==> src/rtl/dp_pairhmm_pe_v2.sv <==
// rtl/dp_pairhmm_pe_v2.sv - Parametrised PairHMM systolic PE with prior table, saturation and argmax
//
// Computes one log-domain PairHMM DP cell per enabled cycle.
// Ports:
//   clk, rst_n           clock, asynchronous active-low reset
//   refresh              synchronous clear of datapath state (table kept)
//   i_en                 input cell valid
//   i_hap_base/read_base base codes; i_read_n forces a neutral prior
//   i_read_qual          prior table index
//   i_A_top_add_M2I, i_I_top, i_A_diag, i_INDEL_diag  neighbour scores
//   cfg_we/qual/match/mismatch  prior table write port
//   o_INDEL_dd, o_I_d, o_A_dd, o_A_d_add_M2I, o_Max  scores
//   o_valid_d/dd/ddd     valid pipeline; o_hap_base registered base
//   o_max_pos            column of o_Max; o_sat sticky saturation flag
module dp_pairhmm_pe_v2 #(
  parameter int SCORE_W      = 16,
  parameter int QUAL_W       = 2,
  parameter int PRIOR_W      = 8,
  parameter int POS_W        = 10,
  parameter int M2M          = -1,
  parameter int I2M          = -4,
  parameter int M2I          = -6,
  parameter int I2I          = -2,
  parameter int DEF_MATCH    = 2,
  parameter int DEF_MISMATCH = -8
) (
  input  logic                      clk,
  input  logic                      rst_n,
  input  logic                      refresh,
  input  logic                      i_en,
  input  logic [1:0]                i_hap_base,
  input  logic [1:0]                i_read_base,
  input  logic                      i_read_n,
  input  logic [QUAL_W-1:0]         i_read_qual,
  input  logic signed [SCORE_W-1:0] i_A_top_add_M2I,
  input  logic signed [SCORE_W-1:0] i_I_top,
  input  logic signed [SCORE_W-1:0] i_A_diag,
  input  logic signed [SCORE_W-1:0] i_INDEL_diag,
  input  logic                      cfg_we,
  input  logic [QUAL_W-1:0]         cfg_qual,
  input  logic signed [PRIOR_W-1:0] cfg_match,
  input  logic signed [PRIOR_W-1:0] cfg_mismatch,
  output logic signed [SCORE_W-1:0] o_INDEL_dd,
  output logic signed [SCORE_W-1:0] o_I_d,
  output logic signed [SCORE_W-1:0] o_A_dd,
  output logic signed [SCORE_W-1:0] o_A_d_add_M2I,
  output logic signed [SCORE_W-1:0] o_Max,
  output logic                      o_valid_d,
  output logic                      o_valid_dd,
  output logic                      o_valid_ddd,
  output logic [1:0]                o_hap_base,
  output logic [POS_W-1:0]          o_max_pos,
  output logic                      o_sat
);
  localparam int XW = SCORE_W + 2;
  localparam int NQ = 1 << QUAL_W;
  localparam logic signed [SCORE_W-1:0] S_NEG = {1'b1, {(SCORE_W-1){1'b0}}};
  localparam logic signed [SCORE_W-1:0] S_POS = {1'b0, {(SCORE_W-1){1'b1}}};
  localparam logic signed [XW-1:0]      X_NEG = {3'b111, {(SCORE_W-1){1'b0}}};
  localparam logic signed [XW-1:0]      X_POS = {3'b000, {(SCORE_W-1){1'b1}}};
  localparam logic signed [SCORE_W-1:0] C_M2M = SCORE_W'(M2M);
  localparam logic signed [SCORE_W-1:0] C_I2M = SCORE_W'(I2M);
  localparam logic signed [SCORE_W-1:0] C_M2I = SCORE_W'(M2I);
  localparam logic signed [SCORE_W-1:0] C_I2I = SCORE_W'(I2I);

  // Saturating add in SCORE_W+2 bits. Returns {event, result}; a clamp of a
  // -inf (MOST_NEG) accumulator is not an event.
  function automatic logic [SCORE_W:0] f_sadd(input logic signed [SCORE_W-1:0] a,
                                                input logic signed [SCORE_W-1:0] b);
    logic signed [XW-1:0] s;
    logic [SCORE_W-1:0]   r;
    logic                 hit;
    s   = $signed({{2{a[SCORE_W-1]}}, a}) + $signed({{2{b[SCORE_W-1]}}, b});
    hit = 1'b1;
    if (s > X_POS)      r = S_POS;
    else if (s < X_NEG) r = S_NEG;
    else begin
      r   = s[SCORE_W-1:0];
      hit = 1'b0;
    end
    return {hit && (a != S_NEG), r};
  endfunction

  function automatic logic signed [SCORE_W-1:0] f_max(input logic signed [SCORE_W-1:0] a,
                                                      input logic signed [SCORE_W-1:0] b);
    return (a > b) ? a : b;
  endfunction

  logic signed [PRIOR_W-1:0] r_tab_match [NQ];
  logic signed [PRIOR_W-1:0] r_tab_mis   [NQ];
  logic signed [SCORE_W-1:0] r_A_d, r_I_d, r_D_d, r_A_dd, r_INDEL_dd, r_V_dd, r_Max;
  logic [POS_W-1:0]          r_col, r_col_d, r_pos_dd, r_max_pos;
  logic                      r_valid_d, r_valid_dd, r_valid_ddd, r_sat;
  logic [1:0]                r_hap;

  logic signed [PRIOR_W-1:0] w_prior_raw;
  logic signed [SCORE_W-1:0] w_prior;
  logic [SCORE_W:0]          w_a1_x, w_a2_x, w_ad_x, w_it_x, w_dt_x, w_m2i_x;
  logic signed [SCORE_W-1:0] w_a1, w_a2, w_am, w_ad, w_it, w_id, w_dt, w_m2i, w_dd;
  logic                      w_sat_d;

  // Table read sees the pre-write contents when cfg_we hits the same index.
  assign w_prior_raw = (i_hap_base == i_read_base) ? r_tab_match[i_read_qual]
                                                   : r_tab_mis[i_read_qual];
  assign w_prior     = i_read_n ? '0 : SCORE_W'(w_prior_raw);

  assign w_a1_x  = f_sadd(i_A_diag, C_M2M);
  assign w_a2_x  = f_sadd(i_INDEL_diag, C_I2M);
  assign w_a1    = w_a1_x[SCORE_W-1:0];
  assign w_a2    = w_a2_x[SCORE_W-1:0];
  assign w_am    = f_max(w_a1, w_a2);
  assign w_ad_x  = f_sadd(w_am, w_prior);
  assign w_ad    = w_ad_x[SCORE_W-1:0];
  assign w_it_x  = f_sadd(i_I_top, C_I2I);
  assign w_it    = w_it_x[SCORE_W-1:0];
  assign w_id    = f_max(i_A_top_add_M2I, w_it);
  // Deletion extends horizontally from the previous cell held in this PE.
  assign w_m2i_x = f_sadd(r_A_d, C_M2I);
  assign w_m2i   = w_m2i_x[SCORE_W-1:0];
  assign w_dt_x  = f_sadd(r_D_d, C_I2I);
  assign w_dt    = w_dt_x[SCORE_W-1:0];
  assign w_dd    = f_max(w_m2i, w_dt);
  assign w_sat_d = w_a1_x[SCORE_W] | w_a2_x[SCORE_W] | w_ad_x[SCORE_W] |
                   w_it_x[SCORE_W] | w_dt_x[SCORE_W] | w_m2i_x[SCORE_W];

  always_ff @(posedge clk or negedge rst_n) begin
    if (!rst_n) begin
      for (int q = 0; q < NQ; q++) begin
        r_tab_match[q] <= PRIOR_W'(DEF_MATCH);
        r_tab_mis[q]   <= PRIOR_W'(DEF_MISMATCH);
      end
    end else if (cfg_we) begin
      r_tab_match[cfg_qual] <= cfg_match;
      r_tab_mis[cfg_qual]   <= cfg_mismatch;
    end
  end

  always_ff @(posedge clk or negedge rst_n) begin
    if (!rst_n) begin
      r_A_d <= S_NEG; r_I_d <= S_NEG; r_D_d <= S_NEG; r_A_dd <= S_NEG;
      r_INDEL_dd <= S_NEG; r_V_dd <= S_NEG; r_Max <= S_NEG;
      r_col <= '0; r_col_d <= '0; r_pos_dd <= '0; r_max_pos <= '0;
      r_valid_d <= 1'b0; r_valid_dd <= 1'b0; r_valid_ddd <= 1'b0;
      r_sat <= 1'b0; r_hap <= '0;
    end else if (refresh) begin
      r_A_d <= S_NEG; r_I_d <= S_NEG; r_D_d <= S_NEG; r_A_dd <= S_NEG;
      r_INDEL_dd <= S_NEG; r_V_dd <= S_NEG; r_Max <= S_NEG;
      r_col <= '0; r_col_d <= '0; r_pos_dd <= '0; r_max_pos <= '0;
      r_valid_d <= 1'b0; r_valid_dd <= 1'b0; r_valid_ddd <= 1'b0;
      r_sat <= 1'b0; r_hap <= '0;
    end else begin
      r_A_dd      <= r_A_d;
      r_hap       <= i_hap_base;
      r_valid_d   <= i_en;
      r_valid_dd  <= r_valid_d;
      r_valid_ddd <= r_valid_dd;
      if (i_en) begin
        r_A_d   <= w_ad;
        r_I_d   <= w_id;
        r_D_d   <= w_dd;
        r_col_d <= r_col;
        r_col   <= r_col + POS_W'(1);
        r_sat   <= r_sat | w_sat_d;
      end
      if (r_valid_d) begin
        r_INDEL_dd <= f_max(r_D_d, r_I_d);
        r_V_dd     <= f_max(r_I_d, r_A_d);
        r_pos_dd   <= r_col_d;
      end
      // Strict compare keeps the earliest column on ties.
      if (r_valid_dd && (r_V_dd > r_Max)) begin
        r_Max     <= r_V_dd;
        r_max_pos <= r_pos_dd;
      end
    end
  end

  assign o_INDEL_dd    = r_INDEL_dd;
  assign o_I_d         = r_I_d;
  assign o_A_dd        = r_A_dd;
  assign o_A_d_add_M2I = w_m2i;
  assign o_Max         = r_Max;
  assign o_valid_d     = r_valid_d;
  assign o_valid_dd    = r_valid_dd;
  assign o_valid_ddd   = r_valid_ddd;
  assign o_hap_base    = r_hap;
  assign o_max_pos     = r_max_pos;
  assign o_sat         = r_sat;
endmodule

==> config.mk <==
export PLATFORM = sky130hd
export DESIGN_NAME = dp_pairhmm_pe_v2
export DESIGN_NICKNAME = d
export VERILOG_FILES = /design/src/rtl/dp_pairhmm_pe_v2.sv
export SDC_FILE = /design/constraint.sdc
export NUM_CORES = 1
export LEC_CHECK = 0
export CAP_MARGIN = 20
export CORE_MARGIN = 10
export CORE_UTILIZATION = 30
export CTS_CLUSTER_DIAMETER = 150
export DETAILED_ROUTE_END_ITERATION = 10
export PLACE_DENSITY = 0.53
export SLEW_MARGIN = 25
export SYNTH_ARGS = -nofsm -noshare
export SYNTH_HDL_FRONTEND = slang
export SYNTH_SLANG_ARGS = --single-unit
==> constraint.sdc <==
create_clock -name clk -period 5.15 [get_ports clk]
set_input_delay 0.515 -clock clk [delete_from_list [all_inputs] [get_ports clk]]
set_output_delay 0.515 -clock clk [all_outputs]
set_load 0.01 [all_outputs]
# Word-level counts from Yosys, hierarchy flattened
# Index checks and enable logic that the tools add are counted.
[totals]
register_bits = 222
in_bits = 94
output_inout_bits = 96
elab_cells = 146
[op_classes]
addsub = 7
n_lt_le_gt_ge = 21
n_eq_ne = 7
n_mux = 68
bitwise_logic = 8
reduce_logical = 11
[ops]
columns = ["operator", "count"]
rows = [
  ["16-bit 2-to-1 mux", 31],
  ["17-bit by 16-bit > comparator with 1-bit output (second input constant)", 6],
  ["17-bit by 16-bit < comparator with 1-bit output (second input constant)", 6],
  ["16-bit > comparator", 6],
  ["16-bit != test (second input constant)", 6],
  ["10-bit 2-to-1 mux", 8],
  ["32-bit bitwise mux", 2],
  ["8-bit 2-to-1 mux", 6],
  ["16-bit by 2-bit adder with 17-bit output (second input constant)", 2],
  ["8-bit binary-select mux with 2-bit select", 2],
  ["16-bit by 1-bit adder with 17-bit output (second input constant)", 1],
  ["16-bit by 16-bit adder with 17-bit output", 1],
  ["16-bit by 3-bit adder with 17-bit output (second input constant)", 1],
  ["16-bit by 4-bit adder with 17-bit output (second input constant)", 1],
  ["1-bit 2-to-1 mux", 17],
  ["8-bit demux with 2-bit select", 1],
  ["10-bit by 1-bit adder with 10-bit output (second input constant)", 1],
  ["1-bit logical AND", 8],
  ["3-bit greater-or-equal comparator (second input constant)", 2],
  ["2-bit NOT with 3-bit output", 2],
  ["1-bit bitwise OR", 6],
  ["2-bit nonzero test", 3],
  ["3-bit by 1-bit < comparator with 1-bit output (second input constant)", 1],
  ["2-bit == test", 1],
  ["2-bit 2-to-1 mux", 1],
]

# Depth between registers and ports, before layout
[logic_depth]
depth_word = 18
depth_mapped = 32
ltp_nobuf = 29

# Least setup slack after synthesis
# Ideal clock, no wire load.
[synth_path]
path_kind = "input-to-reg"
start = "input i_A_diag[0]"
end = "register r_A_d[10]"
setup_ps = 67
arrival_time_ps = 7148
required_ps = 5083
slack_ps = -2065
path_stages = 29
n_path_buf = 3
path_cell_list = "inv_1 ha_1 or3b_1 buf_2 or4_1 o31a_1 nor4b_2 o211ai_1 o21ai_0 ha_1 and3_1 a221oi_1 o21ai_0 a311oi_1 mux2i_1 nor2_1 buf_1 mux2_2 ha_1 and4_1 nand2_1 a311o_1 a31oi_1 o221ai_1 xor2_1 or2_2 nor2_1 clkbuf_1 a221o_1"
[synth_via]
elab_chain_cells = 12
elab_cells_between_ends = 14
cone_classes = "2 x add/sub; 5 x order compare; 7 x mux"
[synth_rtl]
columns = ["item", "line_no", "source"]
rows = [
  ["start: declaration", "37", "input logic signed [SCORE_W-1:0] i_A_diag,"],
  ["16-bit by 1-bit adder with 17-bit output (*)", "73", "s = $signed({{2{a[SCORE_W-1]}}, a}) + $signed({{2{b[SCORE_W-1]}}, b});"],
  ["17-bit by 16-bit < comparator with 1-bit output", "76", "else if (s < X_NEG) r = S_NEG;"],
  ["16-bit 2-to-1 mux", "76", ""],
  ["16-bit 2-to-1 mux (*)", "75", "if (s > X_POS) r = S_POS;"],
  ["16-bit > comparator", "86", "return (a > b) ? a : b;"],
  ["16-bit 2-to-1 mux (*)", "86", ""],
  ["16-bit by 16-bit adder with 17-bit output (*)", "73", ""],
  ["17-bit by 16-bit < comparator with 1-bit output", "76", ""],
  ["16-bit 2-to-1 mux", "76", ""],
  ["16-bit 2-to-1 mux (*)", "75", ""],
  ["16-bit 2-to-1 mux (*)", "157", "if (i_en) begin"],
  ["16-bit 2-to-1 mux (*)", "145", "end else if (refresh) begin"],
  ["end signal: assignment", "158", "r_A_d <= w_ad;"],
  ["end: declaration", "91", "logic signed [SCORE_W-1:0] r_A_d, r_I_d, r_D_d, r_A_dd, r_INDEL_dd, r_V_dd, r_Max;"],
]
# Mark *: on every way between the ends. The rest lies on a longest branch, timed or not. The select of a mux whose other input is x is not followed.
# A chain may end at the register's enable or synchronous reset.

# Worst setup path after layout
[layout_path]
start = "input i_A_diag[7]"
end = "register r_A_d[12]"
# Same word-level chain as after synthesis.

==> flow_metrics.tcl <==
set metrics [dict create \
    hold_ws_ns -0.0376 \
    pwr-share-comb 0.515 \
    p_clk_frac 0.211 \
    synthTopCellsByArea "dfrtp_1, ha_1, nor2_1" \
    fill_cells 5057 \
    cp-end-kind "flip-flop" \
    detailed_place.area_um2 19900 \
    clock-sinks 222 \
    hold_viol_final 5 \
    cellLeakagePower_uw 0.00946 \
    dp_hpwl_mm 40.9 \
    final_cell_mix "nor2_1, buf_4, dfrtp_1" \
    clk_pin_slew_worst_paths_ns 0.07 \
    design.die.area_um2 61900 \
    htree_levels 1 \
    setup_slack_ns -1.05 \
    synth_ff_type "dfrtp_1" \
    cp_max_fo 6 \
    async_reset_ff_frac 1.00 \
    syn_nets 1914 \
    switchingPower_uw 3510 \
    yosysSeqAreaShare 0.356 \
    ios 190 \
    hold_path.class "input port to asynchronous set/reset pin" \
    antenna_cells 0 \
    cp-start-kind "input port" \
    vdd_ir_drop_max_v 0.000221 \
    synth_top_area_frac 0.304 \
    grt_max_degree 117 \
    routed_wl_mm 52.4 \
    final_antenna_net_count 0 \
    via_per_inst 5.16 \
    dp.cells 2696 \
    vias 14200 \
    max_cap_viol_count 0 \
    dr.pass1.iters 5 \
    grt_pass1_vias 14600 \
    period_minus_slack_ns 6.20 \
    syn_area_per_cell_um2 9.26 \
    port_buffers 189 \
    worst_clock_skew_ns 0.0478 \
    setup_viol 17 \
    coreArea_um2 51600 \
    cts_tree "yes" \
    avgRoutedWirePerCell_um 19.0 \
    synth_edf_count 0 \
    slew_headroom 0.292 \
    final_cells 2757 \
    crit_type "input port to flip-flop" \
    cts_buffers 26 \
    layout.nets 2277 \
    std_cell_rows 83 \
    areaGrowthSynthToFinish_pct 34.6 \
    outcome "finished, violations left" \
    ctsHoldBuffers 0 \
    violations "negative hold slack, negative setup slack" \
    worstPathArrival_ns 6.61 \
    ys_seq_elements 222 \
    initialDrtViolationCount 797 \
    intPower_uw 5180 \
    report.final.slew_viol_count 0 \
    drc 0 \
    seqPwrFrac 0.274 \
    fp.dieW_um 249 \
    fmax_ghz 0.161 \
    rsz0062_at_grt "true" \
    grt_overflow 0 \
    die_h_um 249 \
    ys_types 80 \
    period_share 1.20 \
    track_usage 0.162 \
    routabilityCongestion 0.909 \
    clk_latency_ns 0.56 \
    final_area_um2 21100 \
    postSynthCellCount 1698 \
    yosys_warnings 0 \
    cts_buffer_depth 3 \
    p_per_area_nw_per_um2 411 \
    mostFrequentLayoutCell "nor2_1" \
    required_ns 5.56 \
    clockRootBuffer "clkbuf_16" \
    antenna_found_initial 3 \
    syn_area_um2 15700 \
    drive_above_1_share 0.234 \
    swShare 0.404 \
    yosysTopAreaCell "dfrtp_1" \
    worst-r2r-setup-slack_ns 0.33 \
    grt_pass1_wl_mm 82.8 \
    initial_utilization 0.304 \
    worstMarginPinSlew_ns 1.06 \
]
==> synthesized netlist by cell type, types with 4 or more instances <==
cell type  count
dfstp_2       31
and3_1         7
mux4_2        16
nand2b_1      13
nor2b_1       24
buf_1         12
mux2_2        70
dfrtp_1      191
or3_1         20
o211a_1        5
nand2_1       73
o211ai_1      11
xor2_1        27
o31a_1         7
nand3b_1       4
ha_1         121
xnor2_1       44
o22ai_1        6
clkbuf_1      69
nor3_1        42
nor2_1       236
buf_2          5
a31oi_1        7
o31ai_1        8
or4_1         10
a21o_1        34
o21a_1        20
nor3b_1        7
nand3_1       41
or2_2         11
o221a_2        6
a311oi_1      18
and4_1        12
a221o_1       12
inv_1         96
nand4_1       26
a21oi_1       76
a211oi_1      32
mux2i_1       86
o21ai_0       88
nor4_1        14
==> logic make-up (layout without fill, tap and decap cells) <==
logic type | Yosys count | count (layout) | share of synthesized area
flip-flops | 222 | 222 | 0.356
adder cells (fa/ha/maj) | 122 | 122 | 0.0976
multiplexers | 172 | 172 | 0.128
AO/OA/AOI/OAI | 363 | 363 | 0.156
XOR/XNOR | 71 | 71 | 0.0396
buffers and inverters | 184 | 563 | 0.0446
AND/OR/NAND/NOR | 564 | 564 | 0.179
==> worst max-delay path: stages <==
cell	delay, ns
buf_6	0.09
or4_4	0.52
or4_4	0.53
o31a_1	0.27
nor4b_2	0.25
o211ai_1	0.20
buf_4	0.18
o21ai_1	0.11
ha_1	0.27
and4_4	0.21
nand4_1	0.10
a21oi_1	0.07
a311oi_2	0.29
mux2i_2	0.28
nor2_2	0.07
buf_6	0.15
mux2_4	0.31
ha_4	0.27
and4_4	0.23
nand2_2	0.05
a311o_1	0.36
a31oi_2	0.22
o221ai_2	0.13
xor2_2	0.23
or2_4	0.19
nor2_4	0.06
clkbuf_16	0.18
a221o_1	0.26
==> cell type report <==
type / count / area, µm² / share of cell area
multi-input cells: 1292 / 9740 / 0.461
flip-flops and latches: 222 / 5600 / 0.265
repair buffers: 422 / 3730 / 0.176
well taps: 680 / 851 / 0.0402
clock buffers: 38 / 776 / 0.0367
inverters: 97 / 382 / 0.0180
clock inverters: 6 / 72.6 / 0.00343
==> registers in the layout (all words and copies together), names as in the netlist, 2 cells and up <==
signal       cells
o_Max           16
r_D_d           16
r_pos_dd        10
r_col           10
o_hap_base       2
r_A_d           16
o_max_pos       10
r_tab_mis       32
r_tab_match     32
o_INDEL_dd      16
r_V_dd          16
o_A_dd          16
r_col_d         10
o_I_d           16
==> metrics by stage <==
| stage | power [µW] | setup WS (ns) | util | TNS [ns] |
|---|---|---|---|---|
| 6_report | 8680 | -1.05 | 0.410 | -16.70 |
| 5_1_grt | 9290 | -1.34 | 0.410 | -21.69 |
| 3_5_place_dp | 6720 | -2.27 | 0.386 | -39.39 |
| 2_1_floorplan | 4970 | -1.55 | - | -24.72 |
| 4_1_cts | 8650 | -1.16 | 0.406 | -18.53 |
| 3_3_place_gp | 6660 | -2.19 | 0.386 | -37.24 |
==> routing by layer <==
layer	vias up	global-route usage	wire, µm	share of wire
met1	6939	0.206	23300	0.44
met2	315	0.287	26000	0.50
met4	6	0.0262	811	0.015
met3	58	0.0230	2310	0.044
li1	6905	-	-	-
met5	-	0	29	0.00055
==> power groups by stage <==
| stage | Sequential [µW] | Combinational (µW) | Clock (µW) |
|---|---|---|---|
| global route | 2400 | 4930 | 1960 |
| finish | 2380 | 4480 | 1830 |
| detailed placement | 2400 | 4330 | 0 |
| floorplan | 2230 | 2740 | 0 |
| global placement | 2390 | 4280 | 0 |
| CTS | 2370 | 4400 | 1880 |
==> repair_timing <==
action | in CTS | in global routing
gates cloned | 0 | 1
resized for setup | 54 | 38
endpoints found under the setup margin | 17 | 31
pin swaps | 34 | 18
buffers inserted | 12 | 4
==> final timing paths <==
path | start | endpoint | cells past startpoint
worst max register to register | r_A_d[2] | r_D_d[0] | 19
worst min register to register | r_tab_match[13] | r_tab_match[13] | 1
min in group clk | i_en | o_I_d[7] | 3
max in group asynchronous | rst_n | r_A_d[5] | 2
worst max-delay path | i_A_diag[7] | r_A_d[12] | 28
worst min-delay path | rst_n | o_Max[3] | 1
(Power assumes the default switching activity.)
